$ cat src/rtl/mult_io_pkg.sv
// Shared types and widths for the byte-serial multiplier sequencer.
package mult_io_pkg;

    localparam int DATA_W = 8;
    localparam int PROD_W = 2 * DATA_W;

    typedef enum logic [2:0] {
        IDLE    = 3'd0,
        GOT_A   = 3'd1,
        CALC    = 3'd2,
        SEND_LO = 3'd3,
        SEND_HI = 3'd4
    } state_t;

endpackage

$ cat src/rtl/braun_array_8x8.sv
// Purely combinational unsigned 8x8 Braun multiplier: carry-save rows of full
// adders followed by a ripple adder that resolves the top eight product bits.
module braun_array_8x8
    import mult_io_pkg::*;
(
    input  logic [DATA_W-1:0] a,
    input  logic [DATA_W-1:0] b,
    output logic [PROD_W-1:0] p
);

    logic [DATA_W:0]   s;
    logic [DATA_W-1:0] c;
    logic [DATA_W-1:0] s_n;
    logic [DATA_W-1:0] c_n;
    logic              pp;
    logic              cy;

    always_comb begin
        // NOTE: every variable gets a default before any loop or branch, so no path can infer a latch.
        s   = '0;
        c   = '0;
        s_n = '0;
        c_n = '0;
        p   = '0;
        pp  = 1'b0;
        cy  = 1'b0;
        // Row i adds partial product a*b[i]; sums shift down one column per row.
        for (int i = 0; i < DATA_W; i++) begin
            for (int j = 0; j < DATA_W; j++) begin
                pp     = a[j] & b[i];
                s_n[j] = pp ^ s[j+1] ^ c[j];
                c_n[j] = (pp & s[j+1]) | (pp & c[j]) | (s[j+1] & c[j]);
            end
            p[i] = s_n[0];
            s    = {1'b0, s_n};
            c    = c_n;
        end
        // Final carry-propagate row; the carry out of bit 15 is always zero.
        for (int k = 0; k < DATA_W; k++) begin
            p[DATA_W+k] = s[k+1] ^ c[k] ^ cy;
            cy          = (s[k+1] & c[k]) | (s[k+1] & cy) | (c[k] & cy);
        end
    end

endmodule

$ cat src/rtl/mult_io_seq.sv
// Collects operands A and B byte-serially, multiplies them through the Braun
// array in one registered stage, and returns the product low byte first.
module mult_io_seq
    import mult_io_pkg::*;
(
    input  logic              clk,
    input  logic              rst,
    input  logic [DATA_W-1:0] in_data,
    input  logic              in_valid,
    output logic              in_ready,
    input  logic              abort,
    output logic [DATA_W-1:0] out_data,
    output logic              out_valid,
    output logic              out_last,
    input  logic              out_ready,
    output logic              busy,
    output logic [7:0]        op_count
);

    state_t            state;
    logic [DATA_W-1:0] a_r;
    logic [DATA_W-1:0] b_r;
    logic [PROD_W-1:0] p_r;
    logic [PROD_W-1:0] prod;

    braun_array_8x8 u_braun (
        .a (a_r),
        .b (b_r),
        .p (prod)
    );

    always_ff @(posedge clk) begin
        // NOTE: non-blocking assignments keep every register sampling pre-edge values.
        if (rst) begin
            state    <= IDLE;
            a_r      <= '0;
            b_r      <= '0;
            p_r      <= '0;
            op_count <= '0;
        end else if (abort) begin
            state <= IDLE;
        end else begin
            unique case (state)
                IDLE: if (in_valid) begin
                    a_r   <= in_data;
                    state <= GOT_A;
                end
                GOT_A: if (in_valid) begin
                    b_r   <= in_data;
                    state <= CALC;
                end
                CALC: begin
                    p_r   <= prod;
                    state <= SEND_LO;
                end
                SEND_LO: if (out_ready) state <= SEND_HI;
                SEND_HI: if (out_ready) begin
                    state    <= IDLE;
                    op_count <= op_count + 8'd1;
                end
                default: state <= IDLE;
            endcase
        end
    end

    // Status outputs decode the state register only; no input reaches them.
    assign in_ready  = (state == IDLE) || (state == GOT_A);
    assign out_valid = (state == SEND_LO) || (state == SEND_HI);
    assign out_last  = (state == SEND_HI);
    assign busy      = (state != IDLE);

    always_comb begin
        out_data = '0;
        if (state == SEND_LO)      out_data = p_r[DATA_W-1:0];
        else if (state == SEND_HI) out_data = p_r[PROD_W-1:DATA_W];
    end

endmodule

$ cat config.mk
export PLATFORM = sky130hd
export DESIGN_NAME = mult_io_seq
export DESIGN_NICKNAME = d
export VERILOG_FILES = /design/src/rtl/mult_io_pkg.sv /design/src/rtl/braun_array_8x8.sv /design/src/rtl/mult_io_seq.sv
export SDC_FILE = /design/constraint.sdc
export NUM_CORES = 1
export LEC_CHECK = 0
export CAP_MARGIN = 20
export CORE_ASPECT_RATIO = 1.2
export CORE_MARGIN = 2
export CORE_UTILIZATION = 40
export DETAILED_ROUTE_END_ITERATION = 12
export GPL_TIMING_DRIVEN = 1
export PLACE_DENSITY = 0.63
export SKIP_CTS_REPAIR_TIMING = 1
export SLEW_MARGIN = 0
export SYNTH_ARGS = -nofsm -noshare
export SYNTH_HDL_FRONTEND = slang
export SYNTH_SLANG_ARGS = --single-unit
$ cat constraint.sdc
create_clock -name clk -period 6.7 [get_ports clk]
set_clock_uncertainty 0.15 [all_clocks]
set_input_delay 2.01 -clock clk [delete_from_list [all_inputs] [get_ports clk]]
set_output_delay 2.01 -clock clk [all_outputs]
set_load 0.02 [all_outputs]
==> out/metrics.sh, run 1 <==
FLOW.AREA_GROWTH_FROM_SYNTHESIS_PCT=16.9
TIMING_HOLD_VIOLATIONS_FINAL=0
PORTBUFFERS=32
GRT_FIRST_PASS_WIRELENGTH_UM=12500
SEQ_AREA_UM2=862
YOSYS-MUX-AREA-FRACTION_PCT=0.298
ROW_COUNT=36
SLEW_VIOLATIONS=0
GPL.FINAL_WEIGHTED_CONGESTION=0.782
DPL.HPWL_UM=5360
SYNTH_CELLS=370
DETAILEDROUTE.FIRSTPASSITERATIONCOUNT=4
CLOCK_TREE.HTREE_LEVEL_COUNT=2
TIMING.CRITICAL_PATH.FROM_TYPE='flip-flop'
WL_UM=6930
FIRST_GLOBAL_VIAS=2601
CLOCKBUFFERDEPTH=2
PLACED_AREA_UM2=3810
SYNTHESIS.YOSYS.WARNINGS=0
FINALWORSTPATHREQUIREDPERIOD_NS=6.47
CLOCK_SINKS=43
MOST_FREQUENT_CELLS_IN_THE_LAYOUT='44 x sky130_fd_sc_hd__and2_1, 44 x sky130_fd_sc_hd__nand2_1, 42 x sky130_fd_sc_hd__dfxtp_1'
POST-ROUTE-CELL-AREA_UM2=3920
DRV_CAP=0
POST_ROUTE_CELLS_DRIVE_ABOVE_1_SHARE_PCT=8.31
CRITICAL_PATH.CELL_CHAIN='and2_4 -> ha_1 -> inv_1 -> fa_1 -> inv_1 -> fa_2 -> fa_2 -> fa_2 -> fa_1 -> inv_1 -> fa_1 -> inv_1 -> ha_2 -> fa_2 -> fa_2 -> fa_2 -> fa_2 -> fa_2 -> fa_1 -> nand2_1 -> a21oi_1'
HOLD_PATH_END='p_r[0]'
NETLIST_AREA_UM2=3350
STATUS='finished clean'
CTSROOTBUFFERMASTER='sky130_fd_sc_hd__clkbuf_8'
TRITONCTS.NUM_BUFFERS=5
WORSTSETUPPATHTYPE='flip-flop to flip-flop'
FILLER_CELL_COUNT=812
FIN_CELLS=511
CP_MAX_FO=4
FINAL.PERIOD_UTILIZATION_PCT=96.5
SYNTH.TOP_CELL.AREA_SHARE_PCT=28.6
RR_STARTPOINT='b_r[1]'
CRITICAL-PATH-MAX-STAGE-DELAY_NS=0.52
DETAILEDROUTE.FIRSTITERATIONVIOLATIONS=91
CRITPATHREQUIREDTIME_NS=6.79
WORST_SLEW_MARGIN_REL_PCT=40.1
RSZ0062_AT_GRT='false'
YOSYS.AREA.TOP_TYPE='sky130_fd_sc_hd__fa_1'
AREA_FRACTION_IN_AND_OR_NAND_AND_NOR_CELLS_AFTER_SYNTHESIS_PCT=22.8
PEAKVDDDROP_uV=75.8
WORSTPATHARRIVAL_NS=6.55
WORSTREGTOREGCELLS=21
AVERAGE_WIRE_PER_STANDARD_CELL_UM=13.6
NUM_VIAS=2578
FLOORPLAN.DIE_AREA_UM2=9140
SYNTH_TOP_FAMILY_BY_AREA='adder cells'
WORST_PATH_MAX_DELAY_CELL='sky130_fd_sc_hd__fa_2'
POST_SYNTH.CELL_AREA_AVG_UM2=9.07
DIE_H_UM=104
TOP_ACHIEVABLE_CLOCK_SPEED_MHz=155
YOSYS-TOP-CELLS-AREA='sky130_fd_sc_hd__fa_1 29%, sky130_fd_sc_hd__dfxtp_1 26%, sky130_fd_sc_hd__and2_1 8.4%'
DIEWIDTH_UM=87.6
WORST_HOLD_STARTPOINT='p_r[0]'
RRSETUPSLACK_NS=0.23
CP-END-KIND='flip-flop'
MIN_PATH_TYPE='flip-flop to flip-flop'
NUMPLACEDINSTANCES=503
POST_SYNTHESIS_SEQUENTIAL_ELEMENT_COUNT=43
CRITPATHTOPFAMILY='adder cells'
SETUP-TNS-FINAL_NS=0
SYNTHXORXNORAREAFRAC_PCT=0
ANTENNA_LEFT=0
CTS.REPORTEDPATHS.CLKPINSLEW_NS=0.09
ASYNC_RESET_FF_SHARE_PCT=0
SEQ_AREA_FRAC_SYNTH_PCT=25.7
FINAL_SETUP_VIOLATION_COUNT=0
DRC=0
INITIAL_UTILIZATION_PCT=41.1
CLOCK_LATENCY_NS=0.30
TRACK_USAGE_PCT=17.0
CRITPATHMOSTFREQUENTCELL='sky130_fd_sc_hd__fa_2'
SYNTH-COMPOUND-AREA-SHARE_PCT=13.2
FINALNETCOUNT=466
ANTENNADIODECOUNT=0
TIMING_WORST_SLEW_PIN_VALUE_NS=0.894
ADDER_CELL_FRACTION_OF_SYNTH_AREA_PCT=32.0
R2R-END='p_r[14]'
P_PER_AREA_nW_PER_UM2=120
MULTI_INPUT_AREA_UM2=2330
FLOORPLAN.CORE_AREA_UM2=8150
FLOORPLAN.IO_PINS=33
HOLD_PATH_DEPTH=2
SYNTH-MAIN-FF-CELL='sky130_fd_sc_hd__dfxtp_1'
SYN_NETS=440
ANTENNA_FOUND_INITIAL=0
SYNTH_EDF_COUNT=0
CRIT_BUF_INV=4
GRT_MAX_DEGREE=43
GLOBAL_ROUTE.OVERFLOW_TOTAL=0
POST_SYNTH_NUM_CELL_TYPES=35
LEAKAGE_POWER_nW=1.55
ROUTE.DETAILED.VIAS_PER_INST=5.05
TRITONCTS='built'
## worst max path at each step
stage               startpoint       to  slack (ns)  cells after the start
floorplan               a_r[6]  p_r[14]        0.01                     22
global placement        b_r[1]  p_r[14]        0.02                     21
detailed placement      b_r[1]  p_r[14]       -0.03                     21
CTS                     b_r[1]  p_r[14]       -0.05                     21
global route            b_r[0]  p_r[14]        0.01                     21
finish                  b_r[1]  p_r[14]        0.23                     21
## cells in the mapped netlist, types with 4 or more instances
master / number
sky130_fd_sc_hd__a211oi_1: 4
sky130_fd_sc_hd__o21ai_1: 17
sky130_fd_sc_hd__a21oi_1: 37
sky130_fd_sc_hd__fa_1: 48
sky130_fd_sc_hd__dfxtp_1: 43
sky130_fd_sc_hd__ha_1: 9
sky130_fd_sc_hd__buf_2: 4
sky130_fd_sc_hd__clkbuf_1: 17
sky130_fd_sc_hd__a22o_1: 8
sky130_fd_sc_hd__nand3_1: 18
sky130_fd_sc_hd__and2_1: 45
sky130_fd_sc_hd__inv_1: 30
sky130_fd_sc_hd__nor2_1: 6
sky130_fd_sc_hd__o31ai_1: 7
sky130_fd_sc_hd__or4_1: 6
sky130_fd_sc_hd__nand2_1: 44
## routing by layer
metal	wire length [µm]	track usage [%]
met3	134	1.67
met2	3520	28.5
met4	82	3.96
met5	0	0
met1	3200	23.4
## tightest hold or removal path, stage by stage (launching register included)
cell and delay, ns:
sky130_fd_sc_hd__dfxtp_1 0.32, sky130_fd_sc_hd__nand2_1 0.05, sky130_fd_sc_hd__a21oi_1 0.05
## cells by family after synthesis
| family | Yosys count |
|---|---|
| compound gates | 76 |
| fa+ha+maj | 57 |
| buf+inv | 53 |
| flops | 43 |
| mux | 1 |
| simple gates | 140 |
## cell type report
type | count | share of cell area [%]
repair buffers | 41 | 9.89
multi-input cells | 274 | 59.3
well taps | 114 | 3.64
flip-flops and latches | 43 | 22.0
clock buffers | 6 | 1.85
clock inverters | 2 | 0.319
inverters | 31 | 2.97
## stage by stage
step | setup slack, ns | power [W] | util, % | hold WS (ns)
after floorplan | 0.0119 | 0.000291 | - | 0.282
after global placement | 0.0180 | 0.000308 | 46.7 | 0.294
after detailed placement | -0.0350 | 0.000309 | 46.7 | 0.297
after CTS | -0.0502 | 0.000475 | 47.8 | 0.308
after global routing | 0.0130 | 0.000490 | 48.1 | 0.340
final | 0.232 | 0.000471 | 48.1 | 0.307
## state kept, by name, indices dropped and copies added (netlist names)
signal / cells
p_r: 16
a_r: 8
b_r: 8
op_count: 8
state: 3
## power breakdown
part / internal, W / leakage (nW) / switching [W]
Combinational: 0.0000161 / 1.16 / 0.0000214
Clock: 0.0000731 / 0.0412 / 0.0000954
Sequential: 0.000259 / 0.348 / 0.00000593
Note: power is estimated with default switching activity, not from simulation.
==> inputs of run 2 (changes only) <==
- PLACE_DENSITY: 0.63 -> 0.6
- clock period: 6.7 -> 8.16 ns (I/O delays scaled with it)
==> run 2 against run 1 <==
Fmax decreased by 6.3%; critical endpoint unchanged; count of clock-buffer cells in the layout fell by 1; worst hold slack worse by 0.0021 ns; final cell count fell by 1.4%; die area is the same; clock power up 3%; highest routed layer unchanged; global-route usage is 0.15 points higher; via count up 1.2%; routed wire length rose by 3.1%.
==> out/metrics.sh, run 2 (synthesis gave the netlist of run 1 again) <==
HOLD_PATH_END='p_r[0]'
FINAL_SETUP_VIOLATION_COUNT=0  # unchanged
LARGEST_REGISTER_FFS=16  # unchanged
TRITONCTS.NUM_BUFFERS=5  # unchanged
TIMING.CRITICAL_PATH.FROM_TYPE='flip-flop'
CLOCKBUFFERDEPTH=2  # unchanged
MOST_FLOP_HEAVY_REGISTER='p_r'
WORSTPATHARRIVAL_NS=6.99  # +0.44 ns
POST_ROUTE_CELLS_DRIVE_ABOVE_1_SHARE_PCT=3.33  # -5.0 points
ROUTE.DETAILED.VIAS_PER_INST=5.17  # +2.6%
FINAL_CORE_UTIL_PCT=47.4  # -0.66 points
DRV_CAP=0  # unchanged
TIMING_HOLD_VIOLATIONS_FINAL=0  # unchanged
DRC=0  # unchanged
HOLD_PATH_DEPTH=2  # unchanged
RR_STARTPOINT='b_r[0]'
DETAILEDROUTE.FIRSTPASSITERATIONCOUNT=4  # unchanged
FINAL.PERIOD_UTILIZATION_PCT=84.6  # -12 points
FLOORPLAN.CORE_AREA_UM2=8150  # unchanged
CLOCK_LATENCY_NS=0.31  # about the same
CTSROOTBUFFERMASTER='sky130_fd_sc_hd__clkbuf_8'
DIEWIDTH_UM=87.6  # unchanged
NUM_VIAS=2608  # +1.2%
WORSTSETUPPATHTYPE='flip-flop to flip-flop'
FLOW.AREA_GROWTH_FROM_SYNTHESIS_PCT=15.3
PEAKVDDDROP_uV=69.6  # -8.2%
FILLER_CELL_COUNT=809  # -0.37%
LAYOUT_COMMONEST_CELL='sky130_fd_sc_hd__fa_1'
GRT_FIRST_PASS_WIRELENGTH_UM=12600  # +0.22%
WORSTREGTOREGCELLS=21  # unchanged
FLOORPLAN.DIE_AREA_UM2=9140  # unchanged
AVERAGE_WIRE_PER_STANDARD_CELL_UM=14.2  # +4.6%
STATUS='finished clean'
DPL.HPWL_UM=5530  # +3.0%
MOST_FREQUENT_CELLS_IN_THE_LAYOUT='48 x sky130_fd_sc_hd__fa_1, 45 x sky130_fd_sc_hd__and2_1, 44 x sky130_fd_sc_hd__nand2_1'
ANTENNADIODECOUNT=0  # unchanged
CP-END-KIND='flip-flop'
FLOORPLAN.IO_PINS=33  # unchanged
ROW_COUNT=36  # unchanged
P_PER_AREA_nW_PER_UM2=109  # -9.5%
TRITONCTS='built'
WORST_SLEW_MARGIN_REL_PCT=42.8  # +2.7 points
PORTBUFFERS=32  # unchanged
RRSETUPSLACK_NS=1.26  # +1.02 ns
CP_MAX_FO=9  # +5
WORST_HOLD_STARTPOINT='p_r[0]'
MIN_PATH_TYPE='flip-flop to flip-flop'
FIRST_GLOBAL_VIAS=2669  # +2.6%
R2R-END='p_r[14]'
RSZ0062_AT_GRT='false'
ANTENNA_FOUND_INITIAL=0  # unchanged
WL_UM=7150  # +3.1%
CTS.REPORTEDPATHS.CLKPINSLEW_NS=0.10  # about the same
FINALNETCOUNT=459  # -1.5%
ANTENNA_LEFT=0  # unchanged
FINALWORSTPATHREQUIREDPERIOD_NS=6.90  # +0.437 ns
GPL.FINAL_WEIGHTED_CONGESTION=0.785  # +0.37%
DIE_H_UM=104  # unchanged
TIMING_WORST_SLEW_PIN_VALUE_NS=0.854  # -0.0404 ns
LEAKAGE_POWER_nW=1.56  # +0.36%
TOP_ACHIEVABLE_CLOCK_SPEED_MHz=145  # -6.3%
INITIAL_UTILIZATION_PCT=41.1  # unchanged
CLOCK_TREE.HTREE_LEVEL_COUNT=2  # unchanged
GLOBAL_ROUTE.OVERFLOW_TOTAL=0  # unchanged
TRACK_USAGE_PCT=17.1  # +0.15 points
GRT_MAX_DEGREE=43  # unchanged
CRITPATHREQUIREDTIME_NS=8.25  # +1.46 ns
DETAILEDROUTE.FIRSTITERATIONVIOLATIONS=96  # +5.5%
SLEW_VIOLATIONS=0  # unchanged
CLOCK_SINKS=43  # unchanged
SETUP-TNS-FINAL_NS=0  # unchanged
[run 2: critical path, cell delays in order, from the launching register on]
cell                      delay [ns]
sky130_fd_sc_hd__dfxtp_1        0.39
sky130_fd_sc_hd__and2_1         0.19
sky130_fd_sc_hd__ha_1           0.26
sky130_fd_sc_hd__inv_1          0.05
sky130_fd_sc_hd__fa_1           0.50
sky130_fd_sc_hd__inv_1          0.05
sky130_fd_sc_hd__fa_1           0.41
sky130_fd_sc_hd__fa_1           0.52
sky130_fd_sc_hd__fa_1           0.44
sky130_fd_sc_hd__fa_1           0.51
sky130_fd_sc_hd__inv_1          0.05
sky130_fd_sc_hd__fa_1           0.49
sky130_fd_sc_hd__inv_1          0.04
sky130_fd_sc_hd__ha_1           0.20
sky130_fd_sc_hd__fa_1           0.38
sky130_fd_sc_hd__fa_1           0.38
sky130_fd_sc_hd__fa_1           0.39
sky130_fd_sc_hd__fa_1           0.39
sky130_fd_sc_hd__fa_1           0.38
sky130_fd_sc_hd__fa_1           0.49
sky130_fd_sc_hd__nand2_1        0.05
sky130_fd_sc_hd__a21oi_1        0.12
[run 2: metrics by stage]
stage                     instance area, µm²  std cells  setup WS [ns]  total power [W]  hold slack (ns)
after CTS                               3870        504           1.22         0.000425            0.305
final                                   3870        504           1.26         0.000420            0.305
after global routing                    3870        504          0.945         0.000437            0.319
after floorplan                         3350        370           1.39         0.000239            0.282
after detailed placement                3750        496           1.24         0.000252            0.294
after global placement                  3750        496           1.36         0.000251            0.293
[run 2: where the power goes]
part	internal, W	total (W)	switching (W)	leakage [nW]
clock	0.0000923	0.000174	0.0000816	0.0548
combinational	0.0000119	0.0000276	0.0000157	1.16
sequential	0.000213	0.000219	0.00000630	0.347
[run 2: worst max-delay path by stage]
stage,to,startpoint,cells past startpoint,slack (ns)
2_1_floorplan,p_r[14],a_r[6],22,1.39
3_3_place_gp,p_r[14],a_r[7],21,1.36
3_5_place_dp,p_r[14],a_r[7],21,1.24
4_1_cts,p_r[14],a_r[7],21,1.22
5_1_grt,p_r[14],b_r[0],21,0.94
6_report,p_r[14],b_r[0],21,1.26
[run 2: routing by layer]
metal | GRT usage [%] | routed length, µm | share of wire (%) | vias to the layer above
met5 | 0 | 0 | 0 | -
met4 | 3.85 | 82 | 1.1 | 0
met2 | 29.3 | 3610 | 50 | 44
li1 | - | - | - | 1264
met3 | 2.46 | 159 | 2.2 | 8
met1 | 22.6 | 3300 | 46 | 1292
[run 2: area by class of cell]
class	count	area (µm²)	area share, %
Timing Repair Buffer	34	335	8.67
Tap cell	114	143	3.69
Clock buffer	5	68.8	1.78
Multi-Input combinational cell	274	2300	59.4
Clock inverter	3	46.3	1.20
Inverter	31	116	3.01
Sequential cell	43	861	22.3
